File: src/rtl/alu_issue_ctrl.sv
// alu_issue_ctrl: front-end sequencer for the signed 16-bit ALU.
// Takes one command per valid/ready handshake and drives registered operands,
// a one-hot unit enable and a 2-bit function code to the units. It then waits
// out the units' one-cycle registered latency, captures the selected result
// and flag, and holds that result until downstream accepts it.
module alu_issue_ctrl #(
  parameter int in_data_width  = 16,
  parameter int out_data_width = 16,
  parameter int cnt_width      = 16
) (
  input  logic                             clk,
  input  logic                             rst,
  // command side
  input  logic                             cmd_valid,
  output logic                             cmd_ready,
  input  logic signed [in_data_width-1:0]  A,
  input  logic signed [in_data_width-1:0]  B,
  input  logic        [3:0]                alu_fun,
  // unit drive
  output logic signed [in_data_width-1:0]  op_A,
  output logic signed [in_data_width-1:0]  op_B,
  output logic        [1:0]                alu_fn,
  output logic                             arith_enable,
  output logic                             logic_enable,
  output logic                             cmp_enable,
  output logic                             shift_enable,
  // unit results, registered by the units at the end of ISSUE
  input  logic signed [out_data_width-1:0] arith_out,
  input  logic signed [out_data_width-1:0] logic_out,
  input  logic signed [out_data_width-1:0] cmp_out,
  input  logic signed [out_data_width-1:0] shift_out,
  input  logic                             arith_flag,
  input  logic                             logic_flag,
  input  logic                             cmp_flag,
  input  logic                             shift_flag,
  // result side
  output logic                             res_valid,
  input  logic                             res_ready,
  output logic signed [out_data_width-1:0] result,
  output logic                             res_err,
  output logic        [cnt_width-1:0]      op_count
);

  typedef enum logic [1:0] {
    IDLE    = 2'd0,
    ISSUE   = 2'd1,
    CAPTURE = 2'd2,
    HOLD    = 2'd3
  } state_t;

  state_t                           state_q;
  logic signed [in_data_width-1:0]  opA_q;
  logic signed [in_data_width-1:0]  opB_q;
  logic        [1:0]                fn_q;
  logic        [1:0]                unitSel_q;
  logic        [3:0]                enable_q;
  logic signed [out_data_width-1:0] result_q;
  logic                             resValid_q;
  logic                             resErr_q;
  logic        [cnt_width-1:0]      opCount_q;

  logic        [3:0]                enable_d;
  logic signed [out_data_width-1:0] selOut_d;
  logic                             selFlag_d;
  logic        [cnt_width-1:0]      opCount_d;

  // Decode the incoming unit select into a one-hot enable, bit order {shift, cmp, logic, arith}
  always_comb begin
    enable_d = 4'b0000;
    unique case (alu_fun[3:2])
      2'b00:   enable_d = 4'b0001;
      2'b01:   enable_d = 4'b0010;
      2'b10:   enable_d = 4'b0100;
      2'b11:   enable_d = 4'b1000;
      default: enable_d = 4'b0000;
    endcase
  end

  // Pick the result and flag of the unit chosen by the latched command, plus the wrapping counter increment
  always_comb begin
    selOut_d  = arith_out;
    selFlag_d = arith_flag;
    unique case (unitSel_q)
      2'b00: begin
        selOut_d  = arith_out;
        selFlag_d = arith_flag;
      end
      2'b01: begin
        selOut_d  = logic_out;
        selFlag_d = logic_flag;
      end
      2'b10: begin
        selOut_d  = cmp_out;
        selFlag_d = cmp_flag;
      end
      2'b11: begin
        selOut_d  = shift_out;
        selFlag_d = shift_flag;
      end
      default: begin
        selOut_d  = arith_out;
        selFlag_d = arith_flag;
      end
    endcase
    opCount_d = opCount_q + cnt_width'(1);
  end

  // Sequencer FSM with registered outputs; reset overrides everything, including a mid-flight operation
  always_ff @(posedge clk) begin
    if (rst) begin
      state_q    <= IDLE;
      opA_q      <= '0;
      opB_q      <= '0;
      fn_q       <= '0;
      unitSel_q  <= '0;
      enable_q   <= '0;
      result_q   <= '0;
      resValid_q <= 1'b0;
      resErr_q   <= 1'b0;
      opCount_q  <= '0;
    end else begin
      unique case (state_q)
        IDLE: begin
          if (cmd_valid) begin
            opA_q     <= A;
            opB_q     <= B;
            fn_q      <= alu_fun[1:0];
            unitSel_q <= alu_fun[3:2];
            enable_q  <= enable_d;
            state_q   <= ISSUE;
          end
        end
        ISSUE: begin
          enable_q <= '0;
          state_q  <= CAPTURE;
        end
        CAPTURE: begin
          result_q   <= selOut_d;
          resErr_q   <= ~selFlag_d;
          resValid_q <= 1'b1;
          opCount_q  <= opCount_d;
          state_q    <= HOLD;
        end
        HOLD: begin
          if (res_ready) begin
            resValid_q <= 1'b0;
            state_q    <= IDLE;
          end
        end
        default: begin
          enable_q <= '0;
          state_q  <= IDLE;
        end
      endcase
    end
  end

  // Ready is a state decode, masked while reset is applied so no handshake is seen during reset
  assign cmd_ready = (state_q == IDLE) && !rst;

  assign op_A         = opA_q;
  assign op_B         = opB_q;
  assign alu_fn       = fn_q;
  assign arith_enable = enable_q[0];
  assign logic_enable = enable_q[1];
  assign cmp_enable   = enable_q[2];
  assign shift_enable = enable_q[3];
  assign res_valid    = resValid_q;
  assign result       = result_q;
  assign res_err      = resErr_q;
  assign op_count     = opCount_q;

  // Enables must be one-hot-or-zero and may only be high in ISSUE
  enOneHot : assert property (@(posedge clk) disable iff (rst) $onehot0(enable_q));
  enIssueOnly : assert property (@(posedge clk) disable iff (rst) (|enable_q) |-> (state_q == ISSUE));

endmodule

File: config.mk
export PLATFORM = sky130hd
export DESIGN_NAME = alu_issue_ctrl
export DESIGN_NICKNAME = d
export VERILOG_FILES = /design/src/rtl/alu_issue_ctrl.sv
export SDC_FILE = /design/constraint.sdc
export NUM_CORES = 1
export LEC_CHECK = 0
export CAP_MARGIN = 25
export CELL_PAD_IN_SITES_DETAIL_PLACEMENT = 1
export CELL_PAD_IN_SITES_GLOBAL_PLACEMENT = 1
export CORE_MARGIN = 1.5
export CORE_UTILIZATION = 30
export CTS_CLUSTER_SIZE = 16
export DETAILED_ROUTE_END_ITERATION = 6
export MAX_ROUTING_LAYER = met4
export PLACE_DENSITY = 0.84
export SLEW_MARGIN = 20
export SYNTH_ARGS = -nofsm -noshare
export SYNTH_HDL_FRONTEND = slang
export SYNTH_SLANG_ARGS = --single-unit
File: constraint.sdc
create_clock -name clk -period 2.6 [get_ports clk]
set_input_delay 0.52 -clock clk [delete_from_list [all_inputs] [get_ports clk]]
set_output_delay 0.52 -clock clk [all_outputs]
set_load 0.01 [all_outputs]
* Word level (Yosys, flattened, before mapping)
Cells that the tools add are included.
W data, S select, Z words.
** Cells by class
- Equal/unequal tests :: 11
- $mul :: 0
- Divide/modulo/power cells :: 0
- Shift-type cells :: 0
- Multiplexer cells :: 10
- Bitwise gates (word level) :: 1
- $lt $le $gt $ge :: 0
- Reductions and logical operators :: 11
- Add/subtract/negate cells :: 1
** Operators by type and width (number)
- $pmux W16 S4 :: 1
- $add A16 B1 Y16 const B :: 1
- $pmux W4 S4 :: 1
- $eq A2 B2 Y1 const B :: 6
- $pmux W2 S4 :: 1
- $pmux W4 S2 :: 1
- $reduce_and A2 Y1 :: 4
- $eq A2 B1 Y1 const B :: 3
- $logic_not A2 Y1 :: 3
- $mux W2 :: 2
- $mux W4 :: 1
- $ne A2 B2 Y1 const B :: 2
- $pmux W1 S4 :: 1
- $reduce_bool A2 Y1 :: 2
- $pmux W1 S2 :: 1
- $logic_and A1 B1 Y1 :: 1
- $logic_not A1 Y1 :: 1
- $mux W1 :: 1
- $not A1 Y1 :: 1
** Storage, ports and cells
- Output and inout bits :: 73
- Memory bits (writable) :: 0
- Register bits :: 76
- Bits of input ports :: 108
- Memories kept :: 0
- ROM bits :: 0
- Word-level logic and storage cells :: 44
- Latch bits :: 0

* Depth between registers and ports, before layout
- Word-level depth :: 4
- Depth in mapped cells :: 7
- Depth with buffers taken out :: 5

* Worst setup path before layout
Ideal clock, no wire load.
- Path kind :: input -> output
- Start :: input rst
- End :: output cmd_ready
- Stages :: 3
- Setup slack :: 1.019 ns
- Arrival :: 1.061 ns
- Required time :: 2.080 ns
- Path through :: buf_2 buf_1 nor2b_1
** On the way
- Cells in the longest elaborated chain, start to end :: 2
** Ends and longest elaborated chain
- from (decl) :: RTL line 12 : input logic rst,
- $logic_not A1 Y1 :: RTL line 159 : assign cmd_ready = (state_q == IDLE) && !rst;
- $logic_and A1 B1 Y1 :: RTL line 159
- to (decl) :: RTL line 15 : output logic cmd_ready,
Every way passes these cells.

* Worst setup path after layout
- Start :: register state_q[1]
- End :: output cmd_ready
** On the way
- Cells in the longest elaborated chain, start to end :: 2
** Ends and longest elaborated chain
- from (decl) :: RTL line 51 : state_t state_q;
- from (signal assigned) :: RTL line 111 : state_q <= IDLE;
- from (signal assigned) :: RTL line 130 : state_q <= ISSUE;
- from (signal assigned) :: RTL line 135 : state_q <= CAPTURE;
- $logic_not A2 Y1 :: RTL line 159
- $logic_and A1 B1 Y1 :: RTL line 159
Every way passes these cells.

==> out/summary.json <==
{
  "status": "finished, final reports clean",
  "cts_hold_buffers": 0,
  "count_of_input_and_output_buffers": 180,
  "grt_pass1_vias": 3558,
  "postSynthCellCount": 358,
  "final_area_sq_um": 5480,
  "core-area_sq_um": 10900,
  "fin_nets": 646,
  "layout-drive-gt1-share_pct": 8.74,
  "worst_slew_margin_rel_pct": 44.3,
  "avgViaCountPerCell": 4.87,
  "layout_commonest_cell": "clkdlybuf4s50_1",
  "grt_antenna_before_repair": 0,
  "tritoncts_num_sinks": 76,
  "antenna_violating_nets_post_route": 0,
  "setup_total_negative_slack_ns": 0,
  "cp.depth": 4,
  "worst_path_max_delay_cell": "clkdlybuf4s50_1",
  "hold_viol_final": 0,
  "maxCapViolations": 0,
  "critical_path_buf_inv_count": 2,
  "vdd.ir_drop.worst_v": 0.000322,
  "gr_busiest_metal": "met2",
  "drt_wl_total_um": 11300,
  "timing.fmax_mhz": 426,
  "maxSlewViolCount": 0,
  "startpoint_type": "flip-flop",
  "timing.final.crit_share_pct": 90.3,
  "final_cell_mix": "clkdlybuf4s50_1, nand2_1, dfxtp_1",
  "setup_repair_after_global_routing_missed_its_margin": "no",
  "ys_top_cells_by_area": "dfxtp_1, mux4_2, nand2_1",
  "power_leakage_nw": 1.93,
  "gr-usage-met1_pct": 20.6,
  "yosysTopAreaCellShare_pct": 45.2,
  "endpoint_kind": "primary output",
  "clock_insertion_delay_worst_skew_ns": 0.35,
  "clock_skew_ns": 0.00868,
  "global_route_wire_length_before_repair_um": 17300,
  "grt_util_met2_pct": 34.5,
  "vias": 3301,
  "synth-seq-cells": 76,
  "rows": 38,
  "gp_routability_congestion": 0.701,
  "cpPeakStageDelay_ns": 0.57,
  "synth.distinct_cells": 32,
  "cts_tree": "done",
  "dp_worst_setup_slack_ns": 0.552,
  "tightest_slew_ns": 0.835,
  "synth_ff_type": "dfxtp_1",
  "worstHoldPathType": "reg -> reg",
  "setup_slack_ns": 0.252,
  "critical_path.reg2reg.startpoint": "state_q[0]",
  "cts.htree.levels": 3,
  "die_y_um": 109,
  "track_usage_pct": 19.3,
  "post_cts.resized_instances": 0,
  "die_width_um": 109,
  "grt.met3_usage_pct": 5.62,
  "design.die.area_sq_um": 11900,
  "floorplan.initialDensity_pct": 30.9,
  "edff_count_synth": 0,
  "clockBufferDepth": 2,
  "postSynthAreaPerCell_sq_um": 9.41,
  "antennaDiodeCount": 0,
  "crit_chain": "inv_1 > ha_1 > nor2b_1 > clkdlybuf4s50_1",
  "async_flop_share_pct": 0,
  "worstReg2RegEnd": "op_count[15]",
  "placement.cell_area_sq_um": 5280,
  "postSynthNetCount": 471,
  "detail_placement_hpwl_um": 8630,
  "holdCritStartpoint": "op_A[0]",
  "worst_ep_arrival_time_ns": 1.83,
  "yosysSeqAreaShare_pct": 45.2,
  "yosysTopAreaCell": "dfxtp_1",
  "drtIter0Drc": 90,
  "num-fill-cells": 1247,
  "endpoint_with_the_worst_hold_slack": "op_A[0]",
  "tritoncts.num_buffers": 9,
  "ff2ff_setup_slack_ns": 0.70,
  "worst_path_dominant_cell_family": "buffers and inverters",
  "io-pin-count": 181,
  "worstPathRequired_ns": 2.08,
  "worst_setup_hold_path_clk_slew_ns": 0.09,
  "postCtsSetupBuffers": 0,
  "timing.final.crit_period_ns": 2.35,
  "worstSetupPathType": "reg -> out",
  "routed_wire_length_per_instance_um": 16.7,
  "report.final.setup_viol": 0,
  "hold-path-cell-count": 2,
  "ratio_of_total_power_to_cell_area_nw_per_um2": 729,
  "cts_root_buf": "clkbuf_8",
  "crit_path_max_fanout": 6,
  "flow.area_growth_from_synthesis_pct": 62.6,
  "yosysWarningCount": 0,
  "r2r_cells": 5,
  "grt_overflow_total": 0,
  "grt_max_degree": 82,
  "drtPass1Iterations": 4,
  "syn-cell-area_sq_um": 3370,
  "drt_drc_violations_left": 0
}
-- layer usage --
layer / vias up / part of all wire, %
li1: 1590 / -
met5: - / 0
met1: 1579 / 38
met4: 0 / 1.2
met2: 119 / 53
met3: 13 / 8.1
-- sequential cells by signal, indices dropped and copies added, names as in the netlist --
name and cells:
alu_fn 2, enable_q 4, op_A 16, op_B 16, op_count 16, res_err 1
res_valid 1, result 16, state_q 2, unitSel_q 2
-- power breakdown --
group / switching [mW] / leakage [nW] / internal, mW
logic: 0.734 / 1.22 / 0.835
registers: 0.136 / 0.619 / 1.37
clock network: 0.470 / 0.0958 / 0.448
total: 1.34 / 1.93 / 2.65
-- final cells by class --
class | count | area, sq um | share of cell area (%)
Timing Repair Buffer | 189 | 1860 | 34.0
Inverter | 4 | 15.0 | 0.274
Multi-Input combinational cell | 253 | 1700 | 31.1
Clock inverter | 7 | 76.3 | 1.39
Sequential cell | 76 | 1520 | 27.8
Clock buffer | 9 | 124 | 2.26
Tap cell | 140 | 175 | 3.20
-- worst register-to-register path, cell delays in order, from the launching register on --
cell	delay [ns]
dfxtp_1	0.34
inv_1	0.10
ha_1	0.41
nand4_4	0.24
nor4_1	0.34
mux2_1	0.36
-- stage by stage --
stage / instances / hold slack (ns) / util [%] / power, mW
after CTS: 678 / 0.462 / 50.3 / 4.05
after global routing: 678 / 0.483 / 50.3 / 4.25
after detailed placement: 662 / 0.451 / 48.5 / 3.12
final: 678 / 0.459 / 50.3 / 3.99
after global placement: 662 / 0.441 / 48.5 / 3.04
after floorplan: 358 / 0.476 / - / 2.35
-- how the worst max path moves through the flow --
stage               start   endpoint  slack (ns)
2_1_floorplan         rst  cmd_ready        1.02
3_3_place_gp    cmd_valid    op_A[2]        0.66
3_5_place_dp    cmd_valid    op_A[5]        0.55
4_1_cts        state_q[1]  cmd_ready        0.21
5_1_grt        state_q[1]  cmd_ready        0.16
6_report       state_q[1]  cmd_ready        0.25
-- cell families after synthesis --
kind of cell | share of synthesized area [%]
AOI/OAI and AO/OA | 9.14
and+or+nand+nor | 20.1
DFF | 45.2
adders and majority gates | 1.86
buffers and inverters | 4.31
muxes | 18.4
xor gates and xnor gates | 1.04
-- cells in the mapped netlist, types with 2 or more instances --
| cell type | n |
|---|---|
| nand2_1 | 82 |
| dfxtp_1 | 76 |
| a21oi_1 | 49 |
| nor2_1 | 29 |
| mux2i_1 | 18 |
| mux4_2 | 17 |
| buf_2 | 11 |
| buf_1 | 7 |
| nor2b_1 | 7 |
| ha_1 | 5 |
| mux2_1 | 5 |
| nor4_1 | 5 |
| or4_1 | 5 |
| clkbuf_1 | 4 |
| inv_1 | 4 |
| o31ai_1 | 4 |
| buf_6 | 3 |
| nand3_1 | 3 |
| nand4_1 | 3 |
| xor2_1 | 3 |
| a211oi_1 | 2 |
| nand2b_1 | 2 |
| nand3_2 | 2 |
| o21ai_0 | 2 |
| or3_1 | 2 |
| or4b_1 | 2 |
Note: power is estimated with default switching activity, not from simulation.
